## config.mk

```make
export PLATFORM = sky130hd
export DESIGN_NAME = wb_sram_slave
export DESIGN_NICKNAME = d
export VERILOG_FILES = /design/src/rtl/wb_pkg.sv /design/src/rtl/wb_sram_slave.sv
export SDC_FILE = /design/constraint.sdc
export NUM_CORES = 1
export LEC_CHECK = 0
export CORE_MARGIN = 4
export CORE_UTILIZATION = 39
export DETAILED_ROUTE_END_ITERATION = 12
export GPL_TIMING_DRIVEN = 0
export PLACE_DENSITY = 0.83
export SKIP_CTS_REPAIR_TIMING = 1
export SYNTH_ARGS = -nofsm -noshare
export SYNTH_HDL_FRONTEND = slang
export SYNTH_SLANG_ARGS = --single-unit
```

## constraint.sdc

```tcl
create_clock -name wb_clk_i -period 2.2 [get_ports wb_clk_i]
set_clock_uncertainty 0.1 [all_clocks]
set_input_delay 0.44 -clock wb_clk_i [delete_from_list [all_inputs] [get_ports wb_clk_i]]
set_output_delay 0.44 -clock wb_clk_i [all_outputs]
set_load 0.02 [all_outputs]
```

## src/rtl/wb_pkg.sv

```systemverilog
// Shared Wishbone slave definitions: FSM encoding, bus widths and the address-window decode helper.
package wb_pkg;

    localparam int WB_DW   = 32;
    localparam int WB_SELW = 4;

    typedef enum logic [1:0] {
        ST_IDLE    = 2'd0,
        ST_RD_WAIT = 2'd1,
        ST_RESP    = 2'd2
    } wb_state_e;

    // True when adr falls in the 4*2^aw byte window anchored at base (low aw+2 bits ignored).
    function automatic logic wb_hit(input logic [31:0] adr, input logic [31:0] base,
                                    input int unsigned aw);
        logic [31:0] mask_v;
        mask_v = 32'hFFFF_FFFF << (aw + 32'd2);
        return (((adr ^ base) & mask_v) == 32'h0000_0000);
    endfunction

endpackage

```

## src/rtl/wb_sram_slave.sv

```systemverilog
// Wishbone classic single-access slave in front of a synchronous single-port 32-bit SRAM,
// with byte-lane writes, parameterised read latency and optional out-of-window error.
module wb_sram_slave
    import wb_pkg::*;
#(
    parameter int          ADDR_WIDTH   = 10,
    parameter logic [31:0] BASE_ADDR    = 32'h0000_0000,
    parameter int          READ_LATENCY = 1,
    parameter int          ERR_ENABLE   = 1
) (
    input  logic                    wb_clk_i,
    input  logic                    wb_rst_ni,
    input  logic [31:0]             wbs_adr_i,
    input  logic [WB_DW-1:0]        wbs_dat_i,
    output logic [WB_DW-1:0]        wbs_dat_o,
    input  logic                    wbs_we_i,
    input  logic [WB_SELW-1:0]      wbs_sel_i,
    input  logic                    wbs_stb_i,
    input  logic                    wbs_cyc_i,
    output logic                    wbs_ack_o,
    output logic                    wbs_err_o,
    output logic                    ram_en_o,
    output logic [WB_SELW-1:0]      ram_we_o,
    output logic [ADDR_WIDTH-1:0]   ram_addr_o,
    output logic [WB_DW-1:0]        ram_wdata_o,
    input  logic [WB_DW-1:0]        ram_rdata_i
);

    generate
        if ((READ_LATENCY < 1) || (READ_LATENCY > 4)) begin : g_bad_latency
            $error("wb_sram_slave: READ_LATENCY must be in 1..4");
        end
    endgenerate

    localparam logic [1:0] CNT_INIT_C = 2'(READ_LATENCY - 1);
    localparam logic       ERR_EN_C   = (ERR_ENABLE != 0);

    wb_state_e             state_r, state_nxt_s;
    logic [1:0]            cnt_r, cnt_nxt_s;
    logic                  ack_r, ack_nxt_s;
    logic                  err_r, err_nxt_s;
    logic [WB_DW-1:0]      dat_r, dat_nxt_s;
    logic                  ram_en_r, ram_en_nxt_s;
    logic [WB_SELW-1:0]    ram_we_r, ram_we_nxt_s;
    logic [ADDR_WIDTH-1:0] ram_addr_r, ram_addr_nxt_s;
    logic [WB_DW-1:0]      ram_wdata_r, ram_wdata_nxt_s;
    logic                  req_s;
    logic                  hit_s;

    assign req_s = wbs_cyc_i & wbs_stb_i;
    assign hit_s = wb_hit(wbs_adr_i, BASE_ADDR, ADDR_WIDTH);

    // Next-state and next-output decode; pulses (ack/err/ram_en/ram_we) default low every cycle.
    always_comb begin
        state_nxt_s     = state_r;
        cnt_nxt_s       = cnt_r;
        ack_nxt_s       = 1'b0;
        err_nxt_s       = 1'b0;
        dat_nxt_s       = dat_r;
        ram_en_nxt_s    = 1'b0;
        ram_we_nxt_s    = 4'b0000;
        ram_addr_nxt_s  = ram_addr_r;
        ram_wdata_nxt_s = ram_wdata_r;
        case (state_r)
            ST_IDLE: begin
                if (req_s) begin
                    if (!hit_s && ERR_EN_C) begin
                        err_nxt_s   = 1'b1;
                        state_nxt_s = ST_RESP;
                    end else if (wbs_we_i) begin
                        ram_en_nxt_s    = 1'b1;
                        ram_we_nxt_s    = wbs_sel_i;
                        ram_addr_nxt_s  = wbs_adr_i[ADDR_WIDTH+1:2];
                        ram_wdata_nxt_s = wbs_dat_i;
                        ack_nxt_s       = 1'b1;
                        state_nxt_s     = ST_RESP;
                    end else begin
                        ram_en_nxt_s   = 1'b1;
                        ram_addr_nxt_s = wbs_adr_i[ADDR_WIDTH+1:2];
                        cnt_nxt_s      = CNT_INIT_C;
                        state_nxt_s    = ST_RD_WAIT;
                    end
                end else begin
                    state_nxt_s = ST_IDLE;
                end
            end
            ST_RD_WAIT: begin
                // A master that withdraws mid-read gets no termination at all.
                if (!req_s) begin
                    state_nxt_s = ST_IDLE;
                end else if (cnt_r != 2'd0) begin
                    cnt_nxt_s = cnt_r - 2'd1;
                end else begin
                    dat_nxt_s   = ram_rdata_i;
                    ack_nxt_s   = 1'b1;
                    state_nxt_s = ST_RESP;
                end
            end
            ST_RESP: begin
                state_nxt_s = ST_IDLE;
            end
            default: begin
                state_nxt_s = ST_IDLE;
            end
        endcase
    end

    // State and registered-output update.
    always_ff @(posedge wb_clk_i or negedge wb_rst_ni) begin
        if (!wb_rst_ni) begin
            state_r     <= ST_IDLE;
            cnt_r       <= 2'd0;
            ack_r       <= 1'b0;
            err_r       <= 1'b0;
            dat_r       <= '0;
            ram_en_r    <= 1'b0;
            ram_we_r    <= 4'b0000;
            ram_addr_r  <= '0;
            ram_wdata_r <= '0;
        end else begin
            state_r     <= state_nxt_s;
            cnt_r       <= cnt_nxt_s;
            ack_r       <= ack_nxt_s;
            err_r       <= err_nxt_s;
            dat_r       <= dat_nxt_s;
            ram_en_r    <= ram_en_nxt_s;
            ram_we_r    <= ram_we_nxt_s;
            ram_addr_r  <= ram_addr_nxt_s;
            ram_wdata_r <= ram_wdata_nxt_s;
        end
    end

    assign wbs_ack_o   = ack_r;
    assign wbs_err_o   = err_r;
    assign wbs_dat_o   = dat_r;
    assign ram_en_o    = ram_en_r;
    assign ram_we_o    = ram_we_r;
    assign ram_addr_o  = ram_addr_r;
    assign ram_wdata_o = ram_wdata_r;

endmodule

```

==> out/qor.yml, run 1 <==
run_status:
  status: "completed"
clocking:
  clk_pin_slew_ns: 0.08
  cts-buffers-inserted: 9
  htree_levels: 3
  ctsLongestPathBuffers: 2
  clk_latency_ns: 0.33
  clock-sinks: 85
  cts_tree: "built"
  cts_root_buffer: "clkbuf_8"
critical_path:
  crit_path_start_kind: "input pin"
  cp_slowest_cell: "nor4_2"
  critPathBufInv: 2
  cp.required_ns: 2.32
  crit_path_end_kind: "register"
  worstSetupPathType: "in -> reg"
  cp_cell_sequence: "clkdlybuf4s50_1 > nor4_2 > nand4_4 > buf_6 > mux2_4"
  r2r_cells: 4
  r2r_end: "wbs_dat_o[8]"
  path_delay_family: "simple AND/OR/NAND/NOR gates"
  critPathMaxFanout: 10
  r2r-start: "state_r[0]"
  cp.arrival_ns: 2.28
  slowest_delay_ns: 0.60
  regToRegSetupSlack_ns: 0.42
synthesis:
  yosys_register_bits: 85
  ys_types: 26
  synth_top_cells_by_count: "85 x dfrtp_1, 45 x mux2_2, 30 x mux2_4"
  synth_nets: 314
  synth_edf_count: 0
  synthTopCellsByArea: "dfrtp_1 62%, mux2_2 15%, mux2_4 13%"
  yosysMostFrequentCell: "dfrtp_1"
  yosys.area.top_type: "dfrtp_1"
  avgSynthCellArea_um2: 16.5
  synth_ff_type: "dfrtp_1"
  synth-async-reset-ratio_pct: 100
  ys.warnings.count: 0
  yosysTopAreaCellShare_pct: 61.9
  synth_seq_area_share_pct: 61.9
  syn_area_um2: 3430
  syn_inst: 208
routing:
  ant_nets: 0
  routedWlPerCell_um: 17.1
  num_vias: 2460
  firstDrtPassIters: 3
  drt-vias-per-instance: 4.79
  remaining_drc_errors: 0
  routed_wl_um: 8810
  drt_iter0_markers: 35
sta:
  period_minus_slack_ns: 2.16
  fin_crit_sh_pct: 98.2
  setup_tns_ns: 0
  fin_ws_ns: 0.0404
  hold_violations: 0
  setup_viol: 0
  fmax_mhz: 463
  rsz0062_at_grt: "no"
  hold_slack_ns: 0.406
  worst_slew_pin_slew_ns: 0.615
  relSlewSlack_pct: 58.6
  drv_slew: 0
final_layout:
  diodes: 0
  final_core_util_pct: 67.2
  final_nets: 510
  nFillCells: 609
  final_cells: 514
  syn_to_final_growth_pct: 64.0
  drive_gt1_share_pct: 25.7
min_path:
  worstHoldStart: "wbs_dat_o[1]"
  min_path_type: "reg -> reg"
  hold-path-endpoint: "wbs_dat_o[1]"
  whs_path_depth: 1
place:
  numPortBuffers: 183
  dp_hpwl_um: 7070
  place.gp.congestion: 0.800
  dpl_worst_slack_ns: -0.306
  dp_cells: 497
global_routing:
  grt_max_degree: 65
  grt.total_usage_pct: 16.9
  grt_overflow: 0
  antenna_found_initial: 0
  grt_pass1_wl_um: 13400
  grt_pass1_vias: 2713
pwr:
  ir_drop_mv: 0.279
  leakage_nw: 2.65
  p_per_area_nw_per_um2: 511
floorplan:
  start_util_pct: 41.0
  num_rows: 33
  fp.coreArea_um2: 8380
  die_y_um: 102
  die-area_um2: 10400
  chipWidth_um: 102
  io-pin-count: 186
job:
  drv_cap: 0
per-layer routing:
layer  GRT usage, %  share of wire (%)  vias to the layer above
met5              0                  0                        -
met2           30.4                 51                      114
met4           5.95                2.2                        0
met3           4.71                8.3                       17
li1               -                  -                     1134
met1           19.1                 38                     1195
worst reg2reg max path, delay by kind of cell (launching register included):
family | cells | cell delay, ns
flops | 1 | 0.45
buf+inv | 1 | 0.30
simple gates | 2 | 0.52
mux | 1 | 0.30
sequential cells by signal (all words and copies together) (netlist names):
name,flops
ram_we_o,4
ram_addr_o,10
state_r,2
wbs_ack_o,1
wbs_err_o,1
cnt_r,2
ram_wdata_o,32
wbs_dat_o,32
ram_en_o,1
per-stage QoR:
stage	power [mW]	area, um^2
2_1_floorplan	1.61	3430
5_1_grt	3.00	5630
6_report	2.88	5630
3_5_place_dp	1.84	5420
3_3_place_gp	1.83	5400
4_1_cts	2.92	5620
cell type report:
type / count / area (um^2) / area share [%]
Timing Repair Buffer: 185 / 1870 / 33.1
Sequential cell: 85 / 2130 / 37.8
Tap cell: 105 / 131 / 2.33
Clock buffer: 12 / 145 / 2.58
Buffer: 7 / 56.3 / 1.00
Clock inverter: 4 / 47.5 / 0.844
Inverter: 3 / 11.3 / 0.200
Multi-Input combinational cell: 113 / 1250 / 22.1
power by group:
part	leakage [nW]	total [mW]	internal, mW	switching [mW]
Clock	0.0964	1.07	0.554	0.516
Combinational	1.37	0.244	0.173	0.0716
Sequential	1.18	1.56	1.56	0.00146
Total	2.65	2.88	2.29	0.589
how the worst max path moves through the flow:
stage / from / slack (ns) / to / depth (start not counted)
2_1_floorplan: wbs_adr_i[14] / 0.32 / ram_wdata_o[10] / 5
5_1_grt: wbs_adr_i[16] / 0.0003 / ram_wdata_o[20] / 5
4_1_cts: wbs_adr_i[16] / 0.06 / ram_wdata_o[20] / 5
3_3_place_gp: wb_rst_ni / -2.42 / ram_addr_o[5] / 1
6_report: wbs_adr_i[16] / 0.04 / ram_wdata_o[20] / 5
3_5_place_dp: wbs_adr_i[16] / -0.31 / ram_addr_o[1] / 6
cell usage in the layout (no fill, tap or decap), types with 2 or more instances in the layout:
cell type	instances
clkdlybuf4s50_1	182
nor3_1	2
clkinv_2	2
and2_1	4
buf_2	3
nand2_1	4
nor3b_1	2
a21oi_1	2
nor4_2	3
nand2b_1	2
mux2_4	30
dfrtp_1	85
nor2b_1	2
clkbuf_1	2
mux2_2	45
nor4_1	5
inv_1	3
clkbuf_8	10
buf_6	3
kinds of logic after synthesis:
group | after synthesis | synth area share [%]
compound gates | 4 | 0.838
fa+ha+maj | 1 | 0.364
buf+inv | 10 | 1.89
flops | 85 | 61.9
mux | 76 | 28.2
simple gates | 32 | 6.81
Power figures use the tool's default switching activity.
==> run 2: changes to the inputs <==
--- a/config.mk
+++ b/config.mk
@@ -5,7 +5,7 @@
 export SDC_FILE = /design/constraint.sdc
 export NUM_CORES = 1
 export LEC_CHECK = 0
-export CORE_MARGIN = 4
+export CORE_MARGIN = 3
 export CORE_UTILIZATION = 39
 export DETAILED_ROUTE_END_ITERATION = 12
 export GPL_TIMING_DRIVEN = 0
==> run 2 against run 1 <==
  * First-iteration DRC count rose by 17%
  * Non-clock buffer count unchanged
  * Critical path depth is 1 higher
  * Sequential cell count did not move
  * Clock-buffer cell count down 1
  * Clock power up 26%
  * Final cell count unchanged
  * Worst setup slack improved by 0.061 ns
  * Die area fell by 3.9%
  * Via count up 1.4%
==> out/qor.yml, run 2 (synthesis results as in run 1) <==
min_path:
  min_path_type: "reg -> reg"  # unchanged
  hold-path-endpoint: "wbs_dat_o[14]"  # was wbs_dat_o[1]
  whs_path_depth: 1  # unchanged
  worstHoldStart: "wbs_dat_o[14]"  # was wbs_dat_o[1]
critical_path:
  r2r_end: "wbs_dat_o[11]"  # was wbs_dat_o[8]
  r2r_cells: 5  # was 4
  critPathMaxFanout: 10  # unchanged
  crit_path_end_kind: "register"  # unchanged
  worstSetupPathType: "in -> reg"  # unchanged
  crit_path_start_kind: "input pin"  # unchanged
  cp.arrival_ns: 2.23  # was 2.28 ns
  r2r-start: "cnt_r[0]"  # was state_r[0]
  regToRegSetupSlack_ns: 0.40  # was 0.42 ns
  cp.required_ns: 2.33  # was 2.32 ns
sta:
  hold_violations: 0  # unchanged
  drv_slew: 0  # unchanged
  rsz0062_at_grt: "no"  # unchanged
  period_minus_slack_ns: 2.10  # was 2.16 ns
  worst_slew_pin_slew_ns: 0.430  # was 0.615 ns
  fin_crit_sh_pct: 95.4  # was 98.2%
  setup_viol: 0  # unchanged
  relSlewSlack_pct: 71.1  # was 58.6%
  hold_slack_ns: 0.409  # was 0.406 ns
  fmax_mhz: 477  # was 463 MHz
pwr:
  p_per_area_nw_per_um2: 554  # was 511 nW/um^2
  leakage_nw: 2.68  # was 2.65 nW
  ir_drop_mv: 0.422  # was 0.279 mV
routing:
  firstDrtPassIters: 4  # was 3
  drt_iter0_markers: 41  # was 35
  ant_nets: 0  # unchanged
  num_vias: 2495  # was 2,460
  remaining_drc_errors: 0  # unchanged
  routedWlPerCell_um: 17.3  # was 17.1 um
  routed_wl_um: 8880  # was 8810 um
  drt-vias-per-instance: 4.85  # was 4.79
global_routing:
  antenna_found_initial: 0  # unchanged
  grt_overflow: 0  # unchanged
  grt_pass1_wl_um: 14100  # was 13,400 um
  grt_pass1_vias: 2757  # was 2,713
  grt_max_degree: 68  # was 65
  grt.total_usage_pct: 18.3  # was 16.9%
clocking:
  clk_pin_slew_ns: 0.09  # was 0.08 ns
  cts-buffers-inserted: 9  # unchanged
  clk_latency_ns: 0.34  # was 0.33 ns
  cts_root_buffer: "clkbuf_8"  # unchanged
  htree_levels: 3  # unchanged
  ctsLongestPathBuffers: 2  # unchanged
  clock-sinks: 85  # unchanged
  cts_tree: "built"  # unchanged
final_layout:
  diodes: 0  # unchanged
  final_nets: 510  # unchanged
  mostFrequentLayoutCells: "182 x clkdlybuf4s50_1, 85 x dfrtp_1, 45 x mux2_2"  # unchanged
  drive_gt1_share_pct: 25.9  # was 25.7%
  seq_area_um2: 2130  # unchanged
  syn_to_final_growth_pct: 65.9  # was 64.0%
  nFillCells: 608  # was 609
  final_common_cell: "clkdlybuf4s50_1"  # unchanged
  design_area_um2: 5700  # was 5630 um^2
  multi_input_area_um2: 1260  # was 1250 um^2
  final_cells: 514  # unchanged
job:
  drv_cap: 0  # unchanged
floorplan:
  fp.coreArea_um2: 8380  # unchanged
  die_y_um: 99.8  # was 102 um
  start_util_pct: 41.0  # unchanged
  chipWidth_um: 99.8  # was 102 um
  die-area_um2: 9970  # was 10,400 um^2
  io-pin-count: 186  # unchanged
  num_rows: 33  # unchanged
run_status:
  status: "completed"  # unchanged
place:
  place.gp.congestion: 0.762  # was 0.800
  dp_cells: 497  # unchanged
  numPortBuffers: 183  # unchanged
  placed_area_um2: 5420  # unchanged
  dp_hpwl_um: 7000  # was 7070 um
-- run 2: cell count changes in the layout (fill, tap and decap cells not counted), sizes merged --
| cell | delta |
|---|---|
| clkinvlp | -1 |
| buf | +1 |
| bufinv | +2 |
| clkbuf | -2 |
-- run 2: worst max path at each step --
stage / from / end / slack, ns / depth (start not counted)
after floorplan: wbs_adr_i[14] / ram_wdata_o[10] / 0.32 / 5
after global placement: wb_rst_ni / ram_addr_o[5] / -2.44 / 1
after detailed placement: wbs_adr_i[16] / ram_wdata_o[11] / -0.32 / 5
after CTS: wbs_adr_i[16] / ram_wdata_o[24] / 0.06 / 5
after global routing: wbs_adr_i[17] / ram_wdata_o[24] / 0.03 / 6
final: wbs_adr_i[17] / ram_wdata_o[24] / 0.10 / 6
-- run 2: critical path: stages --
cell and delay [ns]:
clkdlybuf4s50_1 0.43, nor4_2 0.30, and4_2 0.35, nand4_4 0.17, buf_6 0.22, mux2_4 0.30
-- run 2: cell type report --
cell class                 instances  area share [%]
multi-input combinational        113            22.0
buffer                             7           0.988
tap                              105            2.31
inverter                           3           0.198
clock inverter                     5            1.89
clock buffer                      11            2.48
sequential                        85            37.3
timing repair buffer             185            32.8
-- run 2: where the power goes --
part	total, mW	internal (mW)	switching [mW]
clock network	1.35	0.790	0.555
registers	1.56	1.56	0.00139
logic	0.248	0.173	0.0744
total	3.16	2.53	0.631
-- run 2: per-layer routing --
metal,track usage [%],share of wire [%],vias to the layer above
met2,32.6,54,95
li1,-,-,1139
met3,4.45,7.1,13
met5,0,0,-
met4,7.35,2.0,0
met1,21.1,37,1248
-- run 2: through the flow --
step	setup slack, ns	total power, mW	util (%)	TNS [ns]
floorplan	0.317	1.61	-	0
detailed placement	-0.319	1.84	64.7	-12.47
global placement	-2.44	1.83	64.4	-221.05
global route	0.0263	3.28	68.0	0
CTS	0.0553	3.19	67.7	0
finish	0.102	3.16	68.0	0
==> run 3: changes to the inputs <==
--- a/config.mk
+++ b/config.mk
@@ -5,8 +5,10 @@
 export SDC_FILE = /design/constraint.sdc
 export NUM_CORES = 1
 export LEC_CHECK = 0
+export CAP_MARGIN = 25
 export CORE_MARGIN = 3
 export CORE_UTILIZATION = 39
+export CTS_CLUSTER_DIAMETER = 100
 export DETAILED_ROUTE_END_ITERATION = 12
 export GPL_TIMING_DRIVEN = 0
 export PLACE_DENSITY = 0.83
==> run 3 against run 2 <==
  * Critical path depth is the same
  * Critical path type unchanged
  * First-iteration DRC count is the same
  * Sequential power is essentially flat
  * Register-to-register slack is essentially flat
  * Global-route usage is the same
  * Sequential cell count is the same
  * Worst setup slack is the same
  * Utilization is the same
  * Largest cell class unchanged
==> out/qor.yml, run 3 (synthesis results as in run 1) <==
run_status:
  status: "completed"  # unchanged
final_layout:
  diodes: 0  # unchanged
  drive_gt1_share_pct: 25.9  # unchanged
  nFillCells: 608  # unchanged
  syn_to_final_growth_pct: 65.9  # unchanged
  mostFrequentLayoutCells: "182 x clkdlybuf4s50_1, 85 x dfrtp_1, 45 x mux2_2"  # unchanged
  final_nets: 510  # unchanged
  final_cells: 514  # unchanged
  final_common_cell: "clkdlybuf4s50_1"  # unchanged
  design_area_um2: 5700  # unchanged
floorplan:
  io-pin-count: 186  # unchanged
  num_rows: 33  # unchanged
  chipWidth_um: 99.8  # unchanged
  fp.coreArea_um2: 8380  # unchanged
  die_y_um: 99.8  # unchanged
  start_util_pct: 41.0  # unchanged
  die-area_um2: 9970  # unchanged
place:
  dp_cells: 497  # unchanged
  numPortBuffers: 183  # unchanged
  placed_area_um2: 5420  # unchanged
  place.gp.congestion: 0.762  # unchanged
  dp_hpwl_um: 7000  # unchanged
  dpl_worst_slack_ns: -0.319  # unchanged
clocking:
  cts-buffers-inserted: 9  # unchanged
  clk_pin_slew_ns: 0.09  # about the same
  ctsLongestPathBuffers: 2  # unchanged
  htree_levels: 3  # unchanged
  cts_tree: "built"  # unchanged
  cts_root_buffer: "clkbuf_8"  # unchanged
  clock-sinks: 85  # unchanged
  clk_latency_ns: 0.34  # about the same
sta:
  worst_slew_pin_slew_ns: 0.430  # unchanged
  drv_slew: 0  # unchanged
  relSlewSlack_pct: 71.1  # unchanged
  fmax_mhz: 477  # unchanged
  hold_violations: 0  # unchanged
  setup_tns_ns: 0  # unchanged
  fin_crit_sh_pct: 95.4  # unchanged
  period_minus_slack_ns: 2.10  # unchanged
  fin_ws_ns: 0.102  # unchanged
  rsz0062_at_grt: "no"  # unchanged
  setup_viol: 0  # unchanged
critical_path:
  cp.arrival_ns: 2.23  # about the same
  worstSetupPathType: "in -> reg"  # unchanged
  r2r_cells: 5  # unchanged
  startpoint: "wbs_adr_i[17]"  # unchanged
  r2r-start: "cnt_r[0]"  # unchanged
  crit_path_end_kind: "register"  # unchanged
  crit_path_start_kind: "input pin"  # unchanged
  cp.required_ns: 2.33  # about the same
  critPathMaxFanout: 10  # unchanged
routing:
  drt-vias-per-instance: 4.85  # unchanged
  ant_nets: 0  # unchanged
  firstDrtPassIters: 4  # unchanged
  routedWlPerCell_um: 17.3  # unchanged
  drt_iter0_markers: 41  # unchanged
  num_vias: 2495  # unchanged
  routed_wl_um: 8880  # unchanged
  remaining_drc_errors: 0  # unchanged
job:
  drv_cap: 0  # unchanged
pwr:
  ir_drop_mv: 0.422  # unchanged
  leakage_nw: 2.68  # unchanged
  p_per_area_nw_per_um2: 554  # unchanged
  power.total_mw: 3.16  # unchanged
global_routing:
  antenna_found_initial: 0  # unchanged
  grt_max_degree: 68  # unchanged
  grt.total_usage_pct: 18.3  # unchanged
  grt_pass1_vias: 2757  # unchanged
  grt_pass1_wl_um: 14100  # unchanged
  grt_overflow: 0  # unchanged
min_path:
  worstHoldStart: "wbs_dat_o[14]"  # unchanged
  whs_path_depth: 1  # unchanged
  min_path_type: "reg -> reg"  # unchanged
-- run 3: worst max-delay path, cell delays in order --
cell and delay (ns):
clkdlybuf4s50_1 0.43, nor4_2 0.30, and4_2 0.35, nand4_4 0.17
buf_6 0.22, mux2_4 0.30
-- run 3: final timing paths --
check                                  end  slack, ns
max in group asynchronous  ram_wdata_o[19]       0.95
min in group asynchronous  ram_wdata_o[23]       0.42
max reg2reg                  wbs_dat_o[11]       0.40
min reg2reg                  wbs_dat_o[14]       0.41
min                          wbs_dat_o[14]       0.41
max                        ram_wdata_o[24]       0.10
-- run 3: cell type report --
| type | count | area (um^2) | share of cell area, % |
|---|---|---|---|
| clock inverter | 5 | 108 | 1.89 |
| clock buffer | 11 | 141 | 2.48 |
| tap | 105 | 131 | 2.31 |
| multi-input combinational | 113 | 1260 | 22.0 |
| inverter | 3 | 11.3 | 0.198 |
| sequential | 85 | 2130 | 37.3 |
| timing repair buffer | 185 | 1870 | 32.8 |
| buffer | 7 | 56.3 | 0.988 |
-- run 3: power by group --
part	switching, mW	total, mW	internal, mW
sequential	0.00139	1.56	1.56
clock	0.555	1.35	0.790
combinational	0.0744	0.248	0.173
-- run 3: metal layers --
metal  vias up  part of all wire, %  GRT usage, %
met5         -                    0             0
met4         0                  2.0          7.35
met3        13                  7.1          4.45
met2        95                   54          32.6
met1      1248                   37          21.1
li1       1139                    -             -
-- run 3: per-stage QoR --
stage	util [%]	hold slack [ns]
2_1_floorplan	-	0.0444
3_3_place_gp	64.4	0.385
3_5_place_dp	64.7	0.241
4_1_cts	67.7	-0.145
5_1_grt	68.0	0.423
6_report	68.0	0.409
